File: config.mk
export PLATFORM = sky130hd
export DESIGN_NAME = alu_op_sequencer
export DESIGN_NICKNAME = d
export VERILOG_FILES = /design/src/rtl/alu_op_sequencer.sv
export SDC_FILE = /design/constraint.sdc
export NUM_CORES = 1
export LEC_CHECK = 0
export BUFFER_PORTS_ARGS = -buffer_cell sky130_fd_sc_hd__buf_4
export CELL_PAD_IN_SITES_DETAIL_PLACEMENT = 0
export CELL_PAD_IN_SITES_GLOBAL_PLACEMENT = 1
export CORE_UTILIZATION = 25
export CTS_CLUSTER_DIAMETER = 40
export DETAILED_ROUTE_END_ITERATION = 10
export HOLD_SLACK_MARGIN = 0.12
export PLACE_DENSITY_LB_ADDON = 0.1
export SLEW_MARGIN = 20
export SYNTH_ARGS = -nofsm -noshare
export SYNTH_HDL_FRONTEND = slang
export SYNTH_SLANG_ARGS = --single-unit
export TNS_END_PERCENT = 5
File: constraint.sdc
create_clock -name clk -period 2.4 [get_ports clk]
set_clock_uncertainty 0.2 [all_clocks]
set_input_delay 0.36 -clock clk [delete_from_list [all_inputs] [get_ports clk]]
set_output_delay 0.36 -clock clk [all_outputs]
set_load 0.05 [all_outputs]
File: src/rtl/alu_op_sequencer.sv
// alu_op_sequencer: multi-cycle controller for the 4-bit integer ALU.
// Takes one op at a time over a valid/ready request port, runs it, and holds
// the result on a valid/ready response port until it is consumed.
// AND/OR/XOR/XNOR/ADD/SUB finish one cycle after accept. MUL (shift-add) and
// SHL (one bit per step) iterate one step per cycle.
//
// Ports:
//   clk, rst_n          clock (rising edge), async active-low reset
//   in_valid/in_ready   request handshake; op, a, b sampled on accept
//   out_valid/out_ready response handshake; result held while out_valid=1
//   result [2*WIDTH-1:0]
//   busy                high while executing or holding a result
// Optional (`define ALU_FLAGS_EN): zero_flag, carry_flag, registered with result.
module alu_op_sequencer #(
  parameter int WIDTH = 4
) (
  input  logic               clk,
  input  logic               rst_n,
  input  logic               in_valid,
  output logic               in_ready,
  input  logic [2:0]         op,
  input  logic [WIDTH-1:0]   a,
  input  logic [WIDTH-1:0]   b,
  output logic               out_valid,
  input  logic               out_ready,
  output logic [2*WIDTH-1:0] result,
  output logic               busy
`ifdef ALU_FLAGS_EN
  ,
  output logic               zero_flag,
  output logic               carry_flag
`endif
);

  localparam int RW = 2*WIDTH;
  localparam logic [2:0] OP_AND = 3'b000, OP_OR  = 3'b001, OP_XOR = 3'b010,
                         OP_XNOR = 3'b011, OP_ADD = 3'b100, OP_SUB = 3'b101,
                         OP_MUL = 3'b110, OP_SHL = 3'b111;

  typedef enum logic [1:0] {IDLE, EXEC, DONE} state_t;

  state_t           state, state_nxt;
  logic [2:0]       op_r;
  logic [RW-1:0]    acc;     // result register; also the running accumulator / shifter
  logic [RW-1:0]    mcand;   // MUL multiplicand, shifted left each step
  logic [WIDTH-1:0] mplier;  // MUL multiplier, shifted right each step
  logic [WIDTH-1:0] cnt;     // remaining steps; WIDTH bits cover both WIDTH and b_max
  logic             accept;
  logic             last_step;
  logic [RW-1:0]    quick_res;
  logic [RW-1:0]    step_acc;

  assign in_ready  = (state == IDLE);
  assign out_valid = (state == DONE);
  assign busy      = (state == EXEC) || (state == DONE);
  assign result    = acc;
  assign accept    = in_valid && in_ready;
  assign last_step = (cnt == WIDTH'(1));

  // Value loaded into acc on accept. For MUL this is the cleared accumulator,
  // for SHL the unshifted operand (which is already final when b==0).
  always_comb begin
    quick_res = '0;
    case (op)
      OP_AND:  quick_res[WIDTH-1:0] = a & b;
      OP_OR:   quick_res[WIDTH-1:0] = a | b;
      OP_XOR:  quick_res[WIDTH-1:0] = a ^ b;
      OP_XNOR: quick_res[WIDTH-1:0] = ~(a ^ b);
      OP_ADD:  quick_res[WIDTH:0]   = {1'b0, a} + {1'b0, b};
      OP_SUB:  quick_res[WIDTH:0]   = {1'b0, a} - {1'b0, b};
      OP_MUL:  quick_res = '0;
      OP_SHL:  quick_res[WIDTH-1:0] = a;
      default: quick_res = '0;
    endcase
  end

  // One iteration of the op in flight.
  always_comb begin
    step_acc = acc << 1;
    if (op_r == OP_MUL)
      step_acc = acc + (mplier[0] ? mcand : '0);
  end

  always_ff @(posedge clk or negedge rst_n) begin
    if (!rst_n) state <= IDLE;
    else        state <= state_nxt;
  end

  always_comb begin
    state_nxt = state;
    case (state)
      IDLE: if (accept) begin
        if (op == OP_MUL || (op == OP_SHL && b != '0)) state_nxt = EXEC;
        else                                          state_nxt = DONE;
      end
      EXEC: if (last_step) state_nxt = DONE;
      DONE: if (out_ready) state_nxt = IDLE;
      default: state_nxt = IDLE;
    endcase
  end

`ifdef ALU_FLAGS_EN
  function automatic logic carry_of(input logic [2:0] o, input logic [RW-1:0] r);
    if (o == OP_ADD || o == OP_SUB) return r[WIDTH];
    if (o == OP_MUL || o == OP_SHL) return |r[RW-1:WIDTH];
    return 1'b0;
  endfunction
`endif

  always_ff @(posedge clk or negedge rst_n) begin
    if (!rst_n) begin
      op_r   <= '0;
      acc    <= '0;
      mcand  <= '0;
      mplier <= '0;
      cnt    <= '0;
`ifdef ALU_FLAGS_EN
      zero_flag  <= 1'b0;
      carry_flag <= 1'b0;
`endif
    end else begin
      case (state)
        IDLE: if (accept) begin
          op_r   <= op;
          acc    <= quick_res;
          mcand  <= {{WIDTH{1'b0}}, a};
          mplier <= b;
          cnt    <= (op == OP_MUL) ? WIDTH'(WIDTH) : b;
`ifdef ALU_FLAGS_EN
          zero_flag  <= (quick_res == '0);
          carry_flag <= carry_of(op, quick_res);
`endif
        end
        EXEC: begin
          acc    <= step_acc;
          mcand  <= mcand << 1;
          mplier <= mplier >> 1;
          cnt    <= cnt - WIDTH'(1);
`ifdef ALU_FLAGS_EN
          if (last_step) begin
            zero_flag  <= (step_acc == '0);
            carry_flag <= carry_of(op_r, step_acc);
          end
`endif
        end
        default: ;
      endcase
    end
  end

endmodule

# Yosys cells after proc, flatten, opt, wreduce, memory -nomap -nowiden
# Index checks and enable logic that the tools add are counted.
totals:
  ff_bits: 29
  memories: 0
  word_cells: 57
  ramBits: 0
  rom_bits: 0
  in_bits: 15
  latch_bits: 0
op_classes:
  mux: 18
  mul: 0
  div_mod_pow: 0
  bitwise: 4
  n_eq_ne: 14
  magnitude_cmp: 0
  shift: 0
  addsub: 4
  reduce_logical: 11
ops:
  columns: ["operator", "count"]
  rows:
  - ["8-bit two-way mux", 4]
  - ["4-bit case mux with 8 select lines", 1]
  - ["8-bit case mux with 2 select lines", 2]
  - ["4-bit case mux with 2 select lines", 2]
  - ["3-bit == test (second input constant)", 5]
  - ["4-bit two-way mux", 3]
  - ["8-bit adder", 1]
  - ["2-bit two-way mux", 4]
  - ["3-bit by 2-bit == test with 1-bit output (second input constant)", 2]
  - ["2-bit case mux with 3 select lines", 1]
  - ["4-bit by 4-bit adder with 5-bit output", 1]
  - ["4-bit by 4-bit subtractor with 5-bit output", 1]
  - ["4-bit bitwise AND", 1]
  - ["4-bit by 1-bit == test with 1-bit output (second input constant)", 1]
  - ["2-bit by 1-bit != test with 1-bit output (second input constant)", 2]
  - ["4-bit NOT", 1]
  - ["4-bit OR", 1]
  - ["2-bit AND reduction", 2]
  - ["4-bit nonzero test", 1]
  - ["4-bit by 1-bit subtractor with 4-bit output (second input constant)", 1]
  - ["4-bit XOR", 1]
  - ["3-bit by 1-bit == test with 1-bit output (second input constant)", 1]
  - ["3-bit logical NOT", 1]
  - ["3-bit AND reduction", 1]
  - ["8 further kinds", 10]

# Longest topological paths before layout
# Gate-level depths: netlist (run 1).
depth:
  depth_word: 6
  mapped_depth: 10
  depth_no_buf: 10

# Least setup slack after synthesis (run 1)
# No wires, ideal clock.
synth_path:
  kind: "reg-to-reg"
  from: "register state[0]"
  to: "register acc[5], in the netlist result[5]"
  setup_time_ns: 0.130
  period_less_slack_ns: 2.334
  setup_slack_ns: 0.066
  path_stages_with_launch: 10
  arrival_ns: 2.003
  cell_sequence: "dfrtp_1 inv_1 ha_1 buf_4 nand2b_1 buf_4 and2_0 buf_2 a32oi_1 o21ai_0"
synth_via:
  elab_chain_cells: 4
  elab_cells_between_ends: 7
  classes_between: "eq/ne: 2; mux: 1; reduce/logical: 4"
synth_lines:
  columns: ["item", "line_no", "rtl"]
  rows:
  - ["start: declaration", "42", "state_t state, state_nxt;"]
  - ["start signal: assignment", "86", "else state <= state_nxt;"]
  - ["2-bit logical NOT (*)", "53", "assign in_ready = (state == IDLE);"]
  - ["named net in_ready", "20", "output logic in_ready,"]
  - ["1-bit logical AND", "57", "assign accept = in_valid && in_ready;"]
  - ["2-bit by 1-bit != test with 1-bit output (no line)", null, null]
  - ["2-bit AND reduction (no line)", null, null]
  - ["end signal: assignment", "125", "acc <= quick_res;"]
  - ["end signal: assignment", "135", "acc <= step_acc;"]
  - ["end: declaration", "44", "logic [RW-1:0] acc;"]
# The timed path passes the listed nets; every way through them passes the cells marked *.
# A chain may end at the register's enable or synchronous reset.

# Worst setup path in the final report (run 1)
layout_path:
  from: "register mcand[0]"
  to: "register acc[6], in the netlist result[6]"
layout_via:
  elab_chain_cells: 4
layout_lines:
  columns: ["item", "line_no", "rtl"]
  rows:
  - ["start: declaration", "45", "logic [RW-1:0] mcand;"]
  - ["start signal: assignment", "126", "mcand <= {{WIDTH{1'b0}}, a};"]
  - ["start signal: assignment", "136", "mcand <= mcand << 1;"]
  - ["8-bit two-way mux", "81", "step_acc = acc + (mplier[0] ? mcand : '0);"]
  - ["8-bit adder", "81", null]
  - ["8-bit two-way mux", "80", "if (op_r == OP_MUL)"]
  - ["8-bit case mux with 2 select lines", "122", "case (state)"]
# Every way passes these cells.

==> results of run 1 <==
-- layer usage --
metal,global-route usage,vias up,share of wire
li1,-,1015,-
met1,0.209,924,0.53
met2,0.233,31,0.44
met3,0.0184,5,0.021
met4,0.0448,0,0.014
met5,0,-,0
-- sequential cells by signal, indices dropped and copies added, names as in the netlist --
| register | flops |
|---|---|
| mplier | 4 |
| op_r | 3 |
| result | 8 |
| state | 2 |
| mcand | 8 |
| cnt | 4 |
-- worst max-delay path, cell delays in order, from the launching register on --
cell and delay [ps]:
dfrtp_1 410, and2_1 170, ha_1 180, inv_1 70
fa_1 200, nor2b_1 60, o31a_1 260, o21a_1 180
nor2_1 120, mux2i_1 200, nand2_1 60
-- power by group through the flow --
stage	Clock [mW]	Combinational, mW	Sequential, mW
global route	0.572	1.96	0.896
detailed placement	0	1.77	0.875
CTS	0.562	1.78	0.865
floorplan	0	1.13	0.963
global placement	0	1.78	0.877
finish	0.541	1.75	0.863
-- area by class of cell --
cell class,instances,area (um2),share of cell area
inverters,19,71.3,0.0255
clock buffers,7,86.3,0.0308
clock inverters,1,30.0,0.0107
multi-input cells,208,1470,0.525
well taps,108,135,0.0483
flip-flops and latches,29,726,0.259
repair buffers,37,283,0.101
-- cell usage in the layout (no fill, tap or decap), drive strengths merged, types with 9 or more instances in the layout --
master / instances
inv: 19
buf: 35
nand2: 29
nor2: 26
a211oi: 9
dfrtp: 29
a21oi: 15
o21ai: 24
ha: 24
-- repair_timing --
action | CTS | global route
endpoints found under the setup margin | 0 | 1
hold buffers | 2 | 0
gates resized for setup | 0 | 1
endpoints found under the hold margin | 30 | 0
-- synth_stat cells (all sizes together), types with 4 or more instances --
cell / count
dfrtp: 29
nand2: 29
nor2: 26
ha: 24
o21ai: 24
inv: 19
a21oi: 15
buf: 11
a211oi: 9
and2: 7
mux2i: 7
a22o: 5
o21a: 5
mux2: 4
xor2: 4
-- logic make-up (layout without fill, tap and decap cells) --
kind of cell / Yosys count / count (layout)
compound gates: 87 / 87
simple gates: 76 / 76
buf+inv: 33 / 64
flops: 29 / 29
fa+ha+maj: 27 / 27
mux: 11 / 11
xor+xnor: 7 / 7
-- worst max-delay path by stage --
stage               cells after the start  slack, ps                  from                     to
floorplan                               9         70  state[0]$_DFFE_PN0P_  result[5]$_DFFE_PN0P_
global placement                        7         50                  b[0]  result[4]$_DFFE_PN0P_
detailed placement                      9         30                  a[0]  result[1]$_DFFE_PN0P_
CTS                                    10        190  mcand[0]$_DFFE_PN0P_  result[6]$_DFFE_PN0P_
global route                            9          3  mcand[0]$_DFFE_PN0P_  result[4]$_DFFE_PN0P_
finish                                 10        180  mcand[0]$_DFFE_PN0P_  result[6]$_DFFE_PN0P_
==> results.yml, run 1 <==
final_layout:
  drive_above_1_share: 0.166
  nFillCells: 940
  nets: 342
  stdcell_area_um2: 2800
  antenna_cells: 0
  fin_util: 0.315
  final_cells: 409
  area_delta_synth_final_pct: 19.6
logic_synthesis:
  syn_inst: 270
  avgSynthCellArea_um2: 8.67
  synth_top_family_by_area: "compound AO/OA/AOI/OAI gates"
  ys_seq_elements: 29
  synth_mux_area_frac: 0.0507
  syn_area_um2: 2340
  synth-seq-area-share: 0.310
  ys.warnings.count: 0
  synthTopCellsByArea: "dfrtp_1, ha_1, o21ai_0"
  synth-edff-count: 0
  ys_types: 52
  synth_top_area_share: 0.310
  synth_flop_cell: "dfrtp_1"
  synthAdderAreaFrac: 0.154
  synth_top_cell_by_area: "dfrtp_1"
  synth_nets: 312
  synth_compound_area_frac: 0.253
  ys_async_sr_fraction: 1.00
  synth-xor-area-share: 0.0262
  synth-simple-area-share: 0.143
cts:
  clock_sink_count: 29
  clkTransAtPathRegs_ps: 70
  cts_setup_buffers: 0
  cts_tree: "built"
  cts_buffers: 5
  clk_path_buf_depth: 2
  clock_latency_ps: 280
  htree_levels: 2
  root_buffer: "clkbuf_8"
setup_path:
  crit_path_start_kind: "register"
  required_ps: 2370
  criticalPathCategory: "register to register"
  ff2ff_setup_slack_ps: 180
  arrival_ps: 2190
  r2r-start: "mcand[0]$_DFFE_PN0P_"
  timing.rr.end: "result[6]$_DFFE_PN0P_"
  r2r_cells: 10
  cp_max_fo: 3
  worst_setup_path_end_kind: "register"
place:
  dp_cells: 399
  hpwl_mm: 5.01
  portBuffers: 25
  gp_congestion: 0.737
  dpl_worst_slack_ps: 31.3
  dpl_cell_area_um2: 2660
hold_path:
  hold_class: "input port to register"
  timing.hold.worst.start: "a[2]"
  min_delay_worst_endpoint: "mcand[2]$_DFFE_PN0P_"
  whs_path_depth: 3
timing:
  fin_crit_ps: 2220
  hold_viol_final: 0
  rsz0062_at_grt: "no"
  slew_violations: 0
  fmaxAchievable_mhz: 450
  setup_viol: 0
  tns_ps: 0
  post-route-period-util: 0.925
  slew_headroom: 0.586
  worstMarginPinSlew_ps: 621
  hold-worst-slack_ps: 225
  setup_slack_ps: 179
pwr:
  p_clk_frac: 0.171
  p_per_area_nw_per_um2: 1130
  combPwrFrac: 0.555
  swShare: 0.467
  p_int_mw: 1.68
  p_sw_mw: 1.48
  peakVddDrop_mv: 0.801
  seq_power_share: 0.273
  power_mw: 3.16
  p_leak_nw: 1.31
die:
  start_util: 0.263
  die_area_um2: 9760
  rows: 34
  fp.dieW_um: 98.8
  core_um2: 8890
  io_pins: 26
  die_h_um: 98.8
grt:
  grt_pass1_wl_mm: 11.1
  grt_pass1_vias: 2034
  grt_max_degree: 30
  grtUsageTotal: 0.147
  overflow: 0
  antenna_found_initial: 0
route:
  avgViaCountPerCell: 4.83
  first_iter_violations: 124
  routedWlPerCell_um: 16.1
  route.vias.total: 1975
  drc: 0
  postRouteAntennaNets: 0
  drt-pass1-iter-count: 7
  drt-total-wl_mm: 6.59
job:
  maxCapViolations: 0
run_status:
  status: "completed"
No activity file was read; power rests on OpenSTA's default activity.
==> inputs of run 2 (changes only) <==
--- a/config.mk
+++ b/config.mk
@@ -9,6 +9,7 @@
 export CELL_PAD_IN_SITES_DETAIL_PLACEMENT = 0
 export CELL_PAD_IN_SITES_GLOBAL_PLACEMENT = 1
 export CORE_UTILIZATION = 25
+export CTS_BUF_LIST = sky130_fd_sc_hd__clkbuf_2 sky130_fd_sc_hd__clkbuf_4 sky130_fd_sc_hd__clkbuf_8
 export CTS_CLUSTER_DIAMETER = 40
 export DETAILED_ROUTE_END_ITERATION = 10
 export HOLD_SLACK_MARGIN = 0.12
==> run 2 against run 1 <==
Compared with the run above: via count fell by 0.10%; clock power rose by 2%; worst setup slack barely moved; die area did not move; global-route usage did not move; largest cell class unchanged; sequential share of layout area barely moved; total power rose by 0.35%; first-iteration DRC count did not move; routed wire length barely moved; core utilization barely moved; sequential power barely moved; highest routed layer unchanged; combinational power barely moved.
==> results.yml, run 2 (same netlist as run 1, synthesis figures left out) <==
pwr:
  p_leak_nw: 1.31
  p_int_mw: 1.69
  peakVddDrop_mv: 0.801
  p_sw_mw: 1.48
  swShare: 0.465
  combPwrFrac: 0.554
  seq_power_share: 0.272
  p_clk_frac: 0.174
  p_per_area_nw_per_um2: 1130
timing:
  hold-worst-slack_ps: 225
  slew_violations: 0
  fmaxAchievable_mhz: 450
  worstMarginPinSlew_ps: 618
  rsz0062_at_grt: "no"
  setup_viol: 0
  slew_headroom: 0.588
  fin_crit_ps: 2220
  tns_ps: 0
  post-route-period-util: 0.925
  hold_viol_final: 0
final_layout:
  fin_util: 0.315
  layout_commonest_cell: "buf_4"
  final_cell_mix: "buf_4, nand2_1, dfrtp_1, nor2_1, ha_1"
  nets: 342
  drive_above_1_share: 0.169
  stdcell_area_um2: 2800
  area_delta_synth_final_pct: 19.7
  antenna_cells: 0
setup_path:
  cp_max_fo: 3
  timing.rr.end: "result[6]$_DFFE_PN0P_"
  crit_path_start_kind: "register"
  arrival_ps: 2190
  r2r-start: "mcand[0]$_DFFE_PN0P_"
  startpoint: "mcand[0]$_DFFE_PN0P_"
  required_ps: 2370
  ff2ff_setup_slack_ps: 180
  worst_setup_path_end_kind: "register"
  criticalPathCategory: "register to register"
  r2r_cells: 10
die:
  start_util: 0.263
  die_area_um2: 9760
  fp.dieW_um: 98.8
  io_pins: 26
  rows: 34
  core_um2: 8890
  die_h_um: 98.8
cts:
  clkTransAtPathRegs_ps: 70
  cts_buffers: 5
  clk_path_buf_depth: 2
  cts_tree: "built"
  cts_setup_buffers: 0
  htree_levels: 2
  clock_latency_ps: 280
  clock_sink_count: 29
  root_buffer: "clkbuf_8"
grt:
  grt_max_degree: 30
  grt_pass1_wl_mm: 11.1
  overflow: 0
  antenna_found_initial: 0
  grt_pass1_vias: 2034
  grtUsageTotal: 0.147
hold_path:
  timing.hold.worst.start: "a[2]"
  min_delay_worst_endpoint: "mcand[2]$_DFFE_PN0P_"
  hold_class: "input port to register"
  whs_path_depth: 3
route:
  avgViaCountPerCell: 4.82
  drt-pass1-iter-count: 8
  first_iter_violations: 124
  routedWlPerCell_um: 16.1
  route.vias.total: 1973
  postRouteAntennaNets: 0
  drt-total-wl_mm: 6.60
  drc: 0
place:
  portBuffers: 25
  gp_congestion: 0.737
  dpl_cell_area_um2: 2660
  hpwl_mm: 5.01
job:
  maxCapViolations: 0
run_status:
  status: "completed"
-- run 2: stage by stage --
| stage | setup slack, ps | cells | power (mW) |
|---|---|---|---|
| finish | 179 | 409 | 3.17 |
| global route | 3.06 | 409 | 3.44 |
| CTS | 191 | 409 | 3.22 |
| detailed placement | 31.3 | 399 | 2.64 |
| global placement | 52.5 | 399 | 2.66 |
| floorplan | 66.3 | 270 | 2.10 |
-- run 2: layout make-up --
class | count | area, um2
clock inverters | 1 | 30.0
inverters | 19 | 71.3
well taps | 108 | 135
multi-input cells | 208 | 1470
fillers | 938 | 6090
repair buffers | 37 | 283
flip-flops and latches | 29 | 726
clock buffers | 7 | 90.1
-- run 2: worst max-delay path: stages (launching register included) --
cell     delay (ps)
dfrtp_1         410
and2_1          170
ha_1            180
inv_1            70
fa_1            200
nor2b_1          60
o31a_1          260
o21a_1          180
nor2_1          120
mux2i_1         200
nand2_1          60
-- run 2: how the worst max path moves through the flow --
stage,end,slack [ps],cells after the start
floorplan,result[5]$_DFFE_PN0P_,70,9
global route,result[4]$_DFFE_PN0P_,3,9
finish,result[6]$_DFFE_PN0P_,180,10
global placement,result[4]$_DFFE_PN0P_,50,7
detailed placement,result[1]$_DFFE_PN0P_,30,9
CTS,result[6]$_DFFE_PN0P_,190,10
-- run 2: per-layer routing --
layer	wire, um	track usage
met1	3480	0.209
met2	2880	0.233
met3	151	0.0184
met4	89	0.0448
met5	0	0
-- run 2: what timing repair did --
| item | in CTS | in global routing |
|---|---|---|
| endpoints found under the hold margin | 30 | 0 |
| setup endpoints to repair | 0 | 1 |
| gates resized for setup | 0 | 1 |
| hold buffers | 2 | 0 |
-- run 2: power by group through the flow --
stage / clock network (mW) / logic [mW] / registers, mW
after global placement: 0 / 1.78 / 0.877
after floorplan: 0 / 1.13 / 0.963
after global routing: 0.583 / 1.96 / 0.896
after detailed placement: 0 / 1.77 / 0.875
after CTS: 0.573 / 1.78 / 0.865
final: 0.552 / 1.76 / 0.862
==> inputs of run 3 (changes only) <==
--- a/config.mk
+++ b/config.mk
@@ -5,7 +5,7 @@
 export SDC_FILE = /design/constraint.sdc
 export NUM_CORES = 1
 export LEC_CHECK = 0
-export BUFFER_PORTS_ARGS = -buffer_cell sky130_fd_sc_hd__buf_4
+export BUFFER_PORTS_ARGS = -buffer_cell sky130_fd_sc_hd__buf_2
 export CELL_PAD_IN_SITES_DETAIL_PLACEMENT = 0
 export CELL_PAD_IN_SITES_GLOBAL_PLACEMENT = 1
 export CORE_UTILIZATION = 25
==> run 3 against run 2 <==
Compared with the run above: cell area decreased by 3.7%; register-to-register slack gained 20 ps; non-clock buffer count shrank 1; total power is 6.6% lower; combinational power shrank 4%; flip-flop and latch count is the same; global-route usage hardly changed; die area did not move.
==> results.yml, run 3 (same netlist as run 1, synthesis figures left out) <==
run_status:
  status: "completed"
cts:
  clkTransAtPathRegs_ps: 70
  clk_path_buf_depth: 2
  root_buffer: "clkbuf_8"
  clock_sink_count: 29
  clock_latency_ps: 280
  cts_tree: "built"
  cts_buffers: 5
  htree_levels: 2
die:
  fp.dieW_um: 98.8
  die_h_um: 98.8
  die_area_um2: 9760
  rows: 34
  core_um2: 8890
  io_pins: 26
  start_util: 0.263
grt:
  overflow: 0
  grt_max_degree: 30
  grtUsageTotal: 0.148
  antenna_found_initial: 0
  grt_pass1_wl_mm: 11.1
  grt_pass1_vias: 2036
route:
  first_iter_violations: 97
  drt-pass1-iter-count: 4
  drc: 0
  avgViaCountPerCell: 4.88
  postRouteAntennaNets: 0
  drt-total-wl_mm: 6.49
  routedWlPerCell_um: 15.9
  route.vias.total: 1989
pwr:
  power_mw: 2.96
  peakVddDrop_mv: 0.564
  p_leak_nw: 1.28
  p_per_area_nw_per_um2: 1100
setup_path:
  crit_path_start_kind: "register"
  startpoint: "mcand[0]$_DFFE_PN0P_"
  cp_slowest_cell: "dfrtp_1"
  required_ps: 2370
  worst_setup_path_end_kind: "register"
  crit_chain: "and2_1 > ha_1 > inv_1 > fa_1 > nor2b_1 > o31a_1 > o21a_1 > nor2_1 > mux2i_1 > nand2_1"
  critPathTopFamily: "compound AO/OA/AOI/OAI gates"
  slowest_delay_ps: 400
  criticalPathCategory: "register to register"
  arrival_ps: 2180
  cp_max_fo: 3
  crit_buf_inv: 1
  r2r-start: "mcand[0]$_DFFE_PN0P_"
timing:
  rsz0062_at_grt: "yes"
  setup_viol: 0
  worstMarginPinSlew_ps: 721
  hold_viol_final: 0
  slew_violations: 0
  fin_crit_ps: 2210
  slew_headroom: 0.520
  hold-worst-slack_ps: 144
  fmaxAchievable_mhz: 453
  post-route-period-util: 0.919
  tns_ps: 0
place:
  hpwl_mm: 4.94
  portBuffers: 25
  gp_congestion: 0.743
final_layout:
  drive_above_1_share: 0.173
  antenna_cells: 0
  nFillCells: 967
  area_delta_synth_final_pct: 15.3
  final_cell_mix: "nand2_1, dfrtp_1, nor2_1, buf_2, ha_1"
  nets: 341
hold_path:
  timing.hold.worst.start: "a[0]"
  hold_class: "input port to register"
job:
  maxCapViolations: 0
[run 3: cell types whose count changed in the layout (fill, tap and decap cells not counted), sizes merged]
| cell | delta |
|---|---|
| bufinv | -1 |
| clkbuf | -1 |
| clkinv | +2 |
| dlygate4sd3 | -1 |
[run 3: timing repair]
action                                  4_1_cts  5_1_grt
setup buffers                                 0        0
hold buffers                                  1        0
resized for setup                             0        1
endpoints found under the setup margin        0        2
endpoints found under the hold margin        29        0
[run 3: worst paths after layout]
kind,endpoint,slack [ps],cells past startpoint
max,result[6]$_DFFE_PN0P_,190,10
min,mcand[0]$_DFFE_PN0P_,140,2
max reg2reg,result[6]$_DFFE_PN0P_,190,10
min reg2reg,mplier[1]$_DFFE_PN0P_,300,2
max in group asynchronous,op_r[1]$_DFFE_PN0P_,1060,2
min in group asynchronous,mcand[3]$_DFFE_PN0P_,470,2
[run 3: routing by layer]
metal,global-route usage,up-vias,wire length (um)
met5,0,-,0
met4,0.0367,0,74
met3,0.0326,4,197
met2,0.226,38,2830
met1,0.210,936,3390
li1,-,1011,-
[run 3: power by group]
| part | leakage [nW] | switching [mW] | internal, mW |
|---|---|---|---|
| clock | 0.0484 | 0.196 | 0.212 |
| combinational | 0.866 | 1.09 | 0.602 |
| sequential | 0.363 | 0.175 | 0.685 |
| total | 1.28 | 1.46 | 1.50 |
[run 3: through the flow]
step | util | area [um2] | setup WS, ps | std cells
floorplan | - | 2340 | 66.3 | 270
global placement | 0.293 | 2600 | 50.9 | 399
detailed placement | 0.293 | 2600 | 52.9 | 399
global route | 0.304 | 2700 | -9.38 | 408
CTS | 0.303 | 2700 | 100 | 408
finish | 0.304 | 2700 | 194 | 408
[run 3: final cells by class]
| type | count | area [um2] | share of cell area |
|---|---|---|---|
| Sequential cell | 29 | 726 | 0.269 |
| Multi-Input combinational cell | 208 | 1470 | 0.545 |
| Timing Repair Buffer | 36 | 210 | 0.0778 |
| Tap cell | 108 | 135 | 0.0500 |
| Inverter | 19 | 71.3 | 0.0264 |
| Clock inverter | 2 | 10.0 | 0.00371 |
| Clock buffer | 6 | 76.3 | 0.0283 |
